==> src/rtl/byte_unstrip_if.sv <==
// Lane-group input and serial byte output
// bundle for the 4-lane byte unstriper.
interface byte_unstrip_if #(
  parameter int BITS = 8
);
  logic [BITS-1:0] lane0;
  logic [BITS-1:0] lane1;
  logic [BITS-1:0] lane2;
  logic [BITS-1:0] lane3;
  logic [3:0]      in_k;
  logic            in_valid;
  logic            in_ready;
  logic [BITS-1:0] out_data;
  logic            out_k;
  logic            out_valid;
  logic            out_ready;
  logic            in_pkt;
  logic            frame_err;

  modport master (
    output lane0, lane1, lane2, lane3,
    output in_k, in_valid, out_ready,
    input  in_ready, out_data, out_k,
    input  out_valid, in_pkt, frame_err
  );

  modport slave (
    input  lane0, lane1, lane2, lane3,
    input  in_k, in_valid, out_ready,
    output in_ready, out_data, out_k,
    output out_valid, in_pkt, frame_err
  );
endinterface

==> src/rtl/byte_unstrip.sv <==
// Re-serialises 4-lane symbol groups into one
// byte stream, lane0 first, with framing checks.
module byte_unstrip #(
  parameter int LANES = 4,
  parameter int BITS  = 8
) (
  input  logic           clk,
  input  logic           rst,
  byte_unstrip_if.slave  bus
);
  localparam int IW = $clog2(LANES);
  localparam logic [IW-1:0] LAST = IW'(LANES - 1);

  localparam logic [BITS-1:0] STP = BITS'(8'hFB);
  localparam logic [BITS-1:0] SDP = BITS'(8'h5C);
  localparam logic [BITS-1:0] END = BITS'(8'hFD);
  localparam logic [BITS-1:0] EDB = BITS'(8'hFE);

  typedef enum logic {
    IDLE,
    SEND
  } state_t;

  state_t state;
  state_t nstate;

  logic [BITS-1:0]  dbuf [LANES];
  logic [LANES-1:0] kbuf;
  logic [IW-1:0]    idx;
  logic [BITS-1:0]  lanes [LANES];

  logic             pkt;
  logic             ferr;
  logic             accept;
  logic             advance;
  logic             last;

  logic [LANES-1:0] is_start;
  logic [LANES-1:0] is_end;
  logic             misplaced;
  logic             pkt_mid;
  logic             pkt_next;
  logic             err;

  assign lanes[0] = bus.lane0;
  assign lanes[1] = bus.lane1;
  assign lanes[2] = bus.lane2;
  assign lanes[3] = bus.lane3;

  assign last    = (idx == LAST);
  assign advance = (state == SEND) & bus.out_ready;
  assign accept  = bus.in_valid & bus.in_ready;

  assign bus.in_pkt    = pkt;
  assign bus.frame_err = ferr;

  always_ff @(posedge clk) begin
    if (rst) begin
      state <= IDLE;
    end else begin
      state <= nstate;
    end
  end

  always_comb begin
    nstate = state;
    unique case (state)
      IDLE: begin
        if (bus.in_valid) nstate = SEND;
      end
      SEND: begin
        if (bus.out_ready && last && !bus.in_valid)
          nstate = IDLE;
      end
      default: nstate = IDLE;
    endcase
  end

  always_comb begin
    bus.in_ready  = 1'b0;
    bus.out_valid = 1'b0;
    bus.out_data  = '0;
    bus.out_k     = 1'b0;
    unique case (state)
      IDLE: begin
        bus.in_ready = 1'b1;
      end
      SEND: begin
        bus.in_ready  = last & bus.out_ready;
        bus.out_valid = 1'b1;
        bus.out_data  = dbuf[idx];
        bus.out_k     = kbuf[idx];
      end
      default: ;
    endcase
  end

  // Framing is classified on the group as it arrives, before buffering
  always_comb begin
    is_start = '0;
    is_end   = '0;
    for (int i = 0; i < LANES; i++) begin
      is_start[i] = bus.in_k[i] &
                    ((lanes[i] == STP) | (lanes[i] == SDP));
      is_end[i]   = bus.in_k[i] &
                    ((lanes[i] == END) | (lanes[i] == EDB));
    end
  end

  assign misplaced = (|is_start[LANES-1:1]) |
                     (|is_end[LANES-2:0]);
  assign pkt_mid   = pkt | is_start[0];
  assign pkt_next  = is_end[LANES-1] ? 1'b0 : pkt_mid;
  assign err       = misplaced |
                     (is_start[0] & pkt) |
                     (is_end[LANES-1] & ~pkt_mid);

  always_ff @(posedge clk) begin
    if (rst) begin
      idx  <= '0;
      kbuf <= '0;
      pkt  <= 1'b0;
      ferr <= 1'b0;
      for (int i = 0; i < LANES; i++) begin
        dbuf[i] <= '0;
      end
    end else begin
      ferr <= accept & err;
      if (accept) begin
        for (int i = 0; i < LANES; i++) begin
          dbuf[i] <= lanes[i];
        end
        kbuf <= bus.in_k[LANES-1:0];
        idx  <= '0;
        pkt  <= pkt_next;
      end else if (advance) begin
        // wraps to 0 after the last lane
        idx <= idx + 1'b1;
      end
    end
  end
endmodule

==> src/flat_wrapper.sv <==
// flat-port wrapper written by rule: the top's interface ports become plain ports
module byte_unstrip_flat 
#(
  parameter int LANES = 4,
  parameter int BITS  = 8
)
  (clk, rst, bus_lane0, bus_lane1, bus_lane2, bus_lane3, bus_in_k, bus_in_valid, bus_out_ready, bus_in_ready, bus_out_data, bus_out_k, bus_out_valid, bus_in_pkt, bus_frame_err);
  byte_unstrip_if #(.BITS(BITS)) bus_i ();
  input  logic clk;
  input  logic rst;
  input wire logic [$bits(bus_i.lane0)-1:0] bus_lane0;
  input wire logic [$bits(bus_i.lane1)-1:0] bus_lane1;
  input wire logic [$bits(bus_i.lane2)-1:0] bus_lane2;
  input wire logic [$bits(bus_i.lane3)-1:0] bus_lane3;
  input wire logic [$bits(bus_i.in_k)-1:0] bus_in_k;
  input wire logic [$bits(bus_i.in_valid)-1:0] bus_in_valid;
  input wire logic [$bits(bus_i.out_ready)-1:0] bus_out_ready;
  output wire logic [$bits(bus_i.in_ready)-1:0] bus_in_ready;
  output wire logic [$bits(bus_i.out_data)-1:0] bus_out_data;
  output wire logic [$bits(bus_i.out_k)-1:0] bus_out_k;
  output wire logic [$bits(bus_i.out_valid)-1:0] bus_out_valid;
  output wire logic [$bits(bus_i.in_pkt)-1:0] bus_in_pkt;
  output wire logic [$bits(bus_i.frame_err)-1:0] bus_frame_err;
  assign bus_i.lane0 = bus_lane0;
  assign bus_i.lane1 = bus_lane1;
  assign bus_i.lane2 = bus_lane2;
  assign bus_i.lane3 = bus_lane3;
  assign bus_i.in_k = bus_in_k;
  assign bus_i.in_valid = bus_in_valid;
  assign bus_i.out_ready = bus_out_ready;
  assign bus_in_ready = bus_i.in_ready;
  assign bus_out_data = bus_i.out_data;
  assign bus_out_k = bus_i.out_k;
  assign bus_out_valid = bus_i.out_valid;
  assign bus_in_pkt = bus_i.in_pkt;
  assign bus_frame_err = bus_i.frame_err;
  byte_unstrip #(.LANES(LANES), .BITS(BITS)) u_core (.clk(clk), .rst(rst), .bus(bus_i));
endmodule
==> config.mk <==
export PLATFORM = sky130hd
export DESIGN_NAME = byte_unstrip_flat
export DESIGN_NICKNAME = d
export VERILOG_FILES = /design/src/rtl/byte_unstrip_if.sv /design/src/rtl/byte_unstrip.sv /design/src/flat_wrapper.sv
export SDC_FILE = /design/constraint.sdc
export NUM_CORES = 1
export LEC_CHECK = 0
export BUFFER_PORTS_ARGS = -buffer_cell sky130_fd_sc_hd__clkbuf_2
export CAP_MARGIN = 25
export CORE_MARGIN = 4
export CORE_UTILIZATION = 50
export DETAILED_ROUTE_END_ITERATION = 8
export PLACE_DENSITY = 0.85
export RECOVER_POWER = 25
export SLEW_MARGIN = 20
export SYNTH_ARGS = -nofsm -noshare
export SYNTH_HDL_FRONTEND = slang
export SYNTH_SLANG_ARGS = --single-unit
==> constraint.sdc <==
create_clock -name clk -period 4.6 [get_ports clk]
set_clock_uncertainty 0.2 [all_clocks]
set_input_delay 1.15 -clock clk [delete_from_list [all_inputs] [get_ports clk]]
set_output_delay 1.15 -clock clk [all_outputs]
set_load 0.05 [all_outputs]
; After elaboration in Yosys (flattened, before gate mapping)
; Memory sizes are Yosys's and may differ from the RTL's. A register that Yosys moved wholly into a read port is not among the register bits.
; Cells that the tools add are included.
[classes]
addsub = 1
order_cmp = 1
n_eq_ne = 17
mux = 21
bitwise_logic = 32
n_reduce_logical = 6
[ops]
columns = op, count
row1 = $eq 8x8->1 const B, 12
row2 = $mux 8, 5
row3 = $eq 8x7->1 const B, 4
row4 = $or 1x1->1, 16
row5 = $and 1x1->1, 14
row6 = $mux 1, 11
row7 = $reduce_or 3->1, 2
row8 = $mux 2, 2
row9 = $pmux 1 s2, 2
row10 = $lt 2x3->1 const B, 1
row11 = $add 2x1->2 const B, 1
row12 = $bmux 1 s2, 1
row13 = $eq 2x2->1 const B, 1
row14 = $logic_and 1x1->1, 2
row15 = $not 1->1, 2
row16 = $reduce_or 2->1, 1
row17 = $logic_not 1->1, 1
[word_totals]
regBits = 9
ramBits = 32
in_bits = 40
elab_cells = 84
mem_count = 1
[memory_table]
columns = memory, words, word_bits, read_ports, rd_ports_with_merged_regs, wr, line_no
row1 = u_core.dbuf, 4, 8, 1, 1, 4, byte_unstrip.sv:27  ; logic [BITS-1:0] dbuf [LANES];

; Logic depth before layout (Yosys ltp)
; Gate-level depths: netlist (run 1).
[logic_depth]
ltp_word = 8
mapped_depth = 7
depth_no_buf = 7

; Worst setup path after synthesis (run 1)
; Ideal clock, no wire load.
[synth_path]
path_kind = input port to flip-flop
startpoint = input port bus_out_ready
endpoint = memory u_core.dbuf[0][0], enable pin
arrival_time_ns = 2.526
required_time_ns = 4.011
path_slack_ns = 1.485
cell_stages = 4
cell_sequence = nand2_1 > nand2_1 > a21oi_1 > inv_1
[synth_lines]
columns = item, line_no
row1 = start: declaration, flat_wrapper.sv:17  ; input wire logic [$bits(bus_i.out_ready)-1:0] bus_out_ready;
row2 = end: declaration, byte_unstrip.sv:27

==> run metrics, run 1 <==
I/O pin cnt between 50 and 60; leakage power ~1.0 nW; number of synthesized register bits 43; CTS resizes 0; Rows 22; Root Buffer clkbuf_8; fillers 281; Crit Path Max Fanout 8; wire per inst about 17 um; starting density of the core between 50% and 60%; worst skew pair latency 290 ps; Least-Margin Pin Slew roughly 1200 ps; Tmin final approximately 3300 ps; global-route wire length before repair between 6000 and 7000 um; Post-CTS Hold Buffers 0; Crit path required time ~3300 ps; fin. max-slew vios 0; htree depth 2; CTS tree built; Area Overhead vs Synth 21.4%; core area 3800 um^2; CP Launch Type register; die outline width between 70 and 80 um; M2 GR Usage between 30% and 40%; synthesized net count ~200; Slew headroom between 15 and 20%; Critical Path AT 1940 ps; Power per Cell Area between 300 and 400 nW/um^2; clk slew on worst S/H paths ~80 ps; commonest non-fill, non-tap cell in the layout clkbuf_2; area of the multi-input gates 821 um^2; pin count of the biggest net entering global routing 39; average cell area after synthesis 13.0 um^2; number of antenna violations at the first check in global routing 0; met3 usage between 2 and 2.5%; DR pass1 iterations 4; Tcrit/Tclk final ~72%; final setup fails 0; # port buffers 52; GP Congestion ~0.84; vias in the first global route 1447; GRT Util Overall approximately 18%; Max Buffers Root-to-Sink 2; vias per cell approximately 5.5; CTS sink count 43; Post-CTS Setup Inserts 0; hold_ws about 280 ps; outcome finished clean; Highest Clock Rate ~0.30 GHz; YS warnings 0; Peak supply drop between 0.0002 and 0.00025 V; WL final ~4400 um; Die Height 71.8 um; Crit Path Class reg -> out; DR iter-0 viols between 60 and 70; Seq/Total Area, Yosys between 50% and 60%; total grt overflow 0; most frequent cells in the layout clkbuf_2 (51), and2_1 (36), edfxtp_1 (32); Fin. Hold Viols 0; drt drc 0; unrepaired setup endpoints after global routing no; Hold Crit Class reg -> reg; Storage cell area 1180 um^2; layout cells sized above 1 around 33%; GRT Max-Usage Layer met2; post-synthesis cell type count 31; CP endpoint kind primary output; synthesized area 2040 um^2; via count around 1.4k; diodes inserted 0; post-detailed-route count of antenna-violating nets 0; NumNets Final 252; met1 Usage GRT about a fifth; Post-Syn Instances roughly 160; Final HPWL DP ~3200 um; max_cap viols 0; CTS Buf Count 5; die area 5160 um^2; setup tns final 0 ps
## cell usage after synthesis
| cell | number | share of area [%] |
|---|---|---|
| o21ai_0 | 3 | 0.74 |
| and4_1 | 3 | 1.3 |
| a311oi_1 | 1 | 0.43 |
| ha_1 | 1 | 0.61 |
| mux2i_1 | 1 | 0.49 |
| o2bb2ai_1 | 1 | 0.43 |
| a21oi_1 | 5 | 1.2 |
| nand2_1 | 10 | 1.8 |
| inv_1 | 2 | 0.37 |
| nand3_1 | 1 | 0.25 |
| edfxtp_1 | 32 | 47 |
| mux4_2 | 9 | 10 |
| buf_2 | 1 | 0.25 |
| a22o_1 | 4 | 1.7 |
| mux2_4 | 1 | 0.74 |
| clkbuf_1 | 6 | 1.1 |
| a31oi_1 | 2 | 0.61 |
| o31a_1 | 1 | 0.43 |
| nand4_1 | 3 | 0.92 |
| nand4b_1 | 1 | 0.43 |
| a211oi_1 | 1 | 0.37 |
| nor4_1 | 3 | 0.92 |
| dfxtp_1 | 11 | 11 |
| nand2b_1 | 4 | 1.2 |
| and2_2 | 1 | 0.37 |
| xor2_1 | 3 | 1.3 |
| and3_1 | 1 | 0.31 |
| nor2_1 | 3 | 0.55 |
| or4_1 | 1 | 0.37 |
| and2_1 | 40 | 12 |
| a32o_1 | 1 | 0.49 |
## state kept, by name (all words and copies together) (netlist names), named ones only
signal                count
u_core.bus.frame_err      1
u_core.bus.in_pkt         1
u_core.dbuf              32
u_core.idx                2
u_core.kbuf               4
u_core.state              1
## layer usage
layer | vias to the layer above | share of wire [%]
li1 | 689 | -
met1 | 679 | 41
met2 | 50 | 52
met3 | 11 | 5.0
met4 | 0 | 2.5
met5 | - | 0
## through the flow
step	cells	total power [mW]	setup WS [ps]	cell area [um^2]	utilization (%)
2_1_floorplan	157	0.520	1480	2040	-
3_3_place_gp	252	0.560	1540	2350	61.9
3_5_place_dp	252	0.564	1500	2350	61.9
4_1_cts	260	0.894	1260	2480	65.3
5_1_grt	260	0.920	1160	2470	65.1
6_report	260	0.890	1310	2470	65.1
## power by group
group	internal [mW]	total (mW)	switching, mW	leakage, nW
Combinational	0.0410	0.0993	0.0583	0.524
Clock	0.217	0.335	0.118	0.0654
Sequential	0.443	0.456	0.0125	0.435
## area by class of cell
class | instances | area share (%)
inverters | 2 | 0.304
well taps | 48 | 2.43
multi-input cells | 105 | 33.2
repair buffers | 54 | 10.9
clock buffers | 6 | 2.94
flip-flops and latches | 43 | 47.8
clock inverters | 2 | 2.43
## final timing paths
kind / from / endpoint / cells after the start / slack (ps)
worst max-delay path: register / bus_out_data[3] / 3 / 1310
worst min-delay path: u_core.kbuf[3]$_SDFFE_PP0P_ / u_core.kbuf[3]$_SDFFE_PP0P_ / 1 / 280
worst max register to register: u_core.idx[0]$_SDFFE_PP0P_ / u_core.bus.in_pkt$_SDFFE_PP0P_ / 7 / 2030
worst min register to register: u_core.kbuf[3]$_SDFFE_PP0P_ / u_core.kbuf[3]$_SDFFE_PP0P_ / 1 / 280
## critical path, cell delays in order (launching register included)
cell and delay, ps:
dfxtp_1 680, mux4_2 580, and2_1 170, clkbuf_2 230
## kinds of logic after synthesis
| family | synth area share (%) |
|---|---|
| and+or+nand+nor | 20.8 |
| buffers and inverters | 1.72 |
| muxes | 11.2 |
| xor gates and xnor gates | 1.29 |
| adders and majority gates | 0.614 |
| AOI/OAI and AO/OA | 6.45 |
| DFF | 58.0 |
(Power assumes the default switching activity.)
==> run 2: changes to the inputs <==
--- a/config.mk
+++ b/config.mk
@@ -8,9 +8,9 @@
 export BUFFER_PORTS_ARGS = -buffer_cell sky130_fd_sc_hd__clkbuf_2
 export CAP_MARGIN = 25
 export CORE_MARGIN = 4
-export CORE_UTILIZATION = 50
+export CORE_UTILIZATION = 47
 export DETAILED_ROUTE_END_ITERATION = 8
-export PLACE_DENSITY = 0.85
+export PLACE_DENSITY = 0.84
 export RECOVER_POWER = 25
 export SLEW_MARGIN = 20
 export SYNTH_ARGS = -nofsm -noshare
==> constraint.sdc (replaced) <==
create_clock -name clk -period 2.7 [get_ports clk]
set_clock_uncertainty 0.2 [all_clocks]
set_input_delay 0.675 -clock clk [delete_from_list [all_inputs] [get_ports clk]]
set_output_delay 0.675 -clock clk [all_outputs]
set_load 0.05 [all_outputs]
==> run 2 against run 1 <==
  * Power rose by 54%
  * Die area rose by 5.7%
  * Cell area fell by 0.56%
  * Via count fell by 0.70%
  * Count of clock-buffer cells in the layout rose by 1
  * Critical path type unchanged
  * Largest cell class unchanged
  * Highest routed layer unchanged
==> run metrics, run 2 (synthesis gave the netlist of run 1 again) <==
clk slew on worst S/H paths 80 ps (about the same); CP delay by family, top multiplexers; Highest Clock Rate slightly below 0.4 GHz; worst reg2reg startpoint u_core.state$_SDFF_PP0_; Post-CTS Hold Buffers 0 (unchanged); Area Overhead vs Synth 20.7%; Crit path depth 4 (+1); total power 1.37 mW (+54%); Max Buffers Root-to-Sink 2 (unchanged); Least-Margin Pin Slew 554 ps (-688 ps); most frequent cells in the layout clkbuf_2 (49), and2_1 (33), edfxtp_1 (32); CTS resizes 0 (unchanged); final setup fails 0 (unchanged); Hold Crit Class reg -> reg; Hold Path Origin u_core.kbuf[3]$_SDFFE_PP0P_; Largest regs u_core.dbuf (32), u_core.kbuf (4), u_core.idx (2); die outline width 73.8 um (+2.8%); layout cells sized above 1 34.7% (+1.7 points); unrepaired setup endpoints after global routing no; pin count of the biggest net entering global routing 39 (unchanged); core area 4090 um^2 (+7.6%); number of antenna violations at the first check in global routing 0 (unchanged); starting density of the core 49.8% (-3.8 points); WP buf/inv 2 (+1); Final HPWL DP 3250 um (+3.1%); htree depth 2 (unchanged); Tcrit/Tclk final between 90% and 100%; CP Cell Sequence buf_6, mux4_2, and2_1, clkbuf_2; Top reg by flops u_core.dbuf; Worst Hold Path EP u_core.kbuf[3]$_SDFFE_PP0P_; NumNets Final 253 (+0.40%); vias in the first global route 1456 (+0.62%); setup tns final 0 ps (unchanged); register-to-register setup slack 670 ps (-1360 ps); Peak supply drop 0.000481 V (+110%); outcome finished clean; Power per Cell Area 558 nW/um^2 (+55%); drt drc 0 (unchanged); worst skew pair latency 280 ps (about the same); CP Launch Type register; die area 5450 um^2 (+5.7%); CTS sink count 43 (unchanged); Root Buffer clkbuf_8; DR pass1 iterations 4 (unchanged); DR iter-0 viols 48 (-28%); Crit Path Max Fanout 7 (-1); Largest register FFs 32 (unchanged); Slew headroom 63.1% (+46 points); fin. max-slew vios 0 (unchanged); Critical Path AT 1720 ps (-220 ps); Fin. Hold Viols 0 (unchanged); CTS tree built; max_cap viols 0 (unchanged); total grt overflow 0 (unchanged); commonest non-fill, non-tap cell in the layout clkbuf_2; Die Height 73.8 um (+2.8%); # port buffers 52 (unchanged); global-route wire length before repair 6950 um (+1.4%); cells on worst reg2reg path 4 (-3); fillers 355 (+26%); wire per inst 15.7 um (-8.0%); CP endpoint kind primary output; leakage power 1.03 nW (+0.19%); vias per cell 5.40 (-1.8%); Crit Path Class reg -> out; Post-CTS Setup Inserts 0 (unchanged); via count 1419 (-0.70%); Tmin final 2590 ps; CTS Buf Count 5 (unchanged); crit-path max cell delay 490 ps (-190 ps); hold depth 1 (unchanged); Crit path required time 1820 ps (-1430 ps); CP max stage cell mux4_2; GRT Util Overall 17.0% (-0.48 points); I/O pin cnt 53 (unchanged); post-detailed-route count of antenna-violating nets 0 (unchanged); WL final 4130 um (-7.0%); r2r endpoint u_core.dbuf[0][2]$_SDFFCE_PN0P_; diodes inserted 0 (unchanged); Rows 23 (+4.5%); GP Congestion 0.895 (+6.1%)
-- run 2: changes by cell type in the layout (fill, tap and decap cells not counted) --
cell       previous run  this run
buf_2                 0         4
clkbuf_2             51        49
bufinv_16             2         0
clkbuf_1              3         0
and2_1               36        33
buf_6                 0         1
inv_4                 0         1
and2_0                4         7
clkbuf_8              5         7
-- run 2: metrics by stage --
stage | utilization (%) | std cells | hold WS, ps | setup slack (ps) | cell area (um^2)
after floorplan | - | 157 | 244 | 47.9 | 2040
after global placement | 57.7 | 255 | 260 | 318 | 2360
after detailed placement | 57.7 | 255 | 262 | 298 | 2360
after CTS | 60.3 | 263 | 285 | 19.3 | 2460
after global routing | 60.2 | 263 | 319 | 5.28 | 2460
final | 60.2 | 263 | 290 | 110 | 2460
-- run 2: power breakdown --
group	switching, mW	total (mW)	internal, mW	leakage (nW)
clock network	0.196	0.429	0.233	0.0548
registers	0.0197	0.775	0.755	0.435
logic	0.0977	0.169	0.0714	0.536
total	0.313	1.37	1.06	1.03
-- run 2: worst max-delay path by stage --
stage                                                  to  slack (ps)
after floorplan           u_core.dbuf[0][0]$_SDFFCE_PN0P_          50
after global placement    u_core.bus.frame_err$_SDFF_PP0_         320
after detailed placement  u_core.bus.frame_err$_SDFF_PP0_         300
after CTS                                 bus_out_data[2]          20
after global routing                      bus_out_data[4]           5
final                                     bus_out_data[5]         110
-- run 2: metal layers --
| metal | track usage [%] | share of wire, % |
|---|---|---|
| met1 | 20.5 | 38 |
| met2 | 29.4 | 54 |
| met3 | 3.83 | 6.8 |
| met5 | 0 | 0 |
| met4 | 6.64 | 1.6 |
-- run 2: layout make-up --
cell class / count / area, um^2 / share of cell area (%)
Clock buffer: 7 / 96.3 / 3.92
Clock inverter: 1 / 6.26 / 0.254
Inverter: 2 / 7.51 / 0.305
Multi-Input combinational cell: 105 / 821 / 33.4
Sequential cell: 43 / 1180 / 48.0
Tap cell: 50 / 62.6 / 2.54
Timing Repair Buffer: 55 / 284 / 11.6
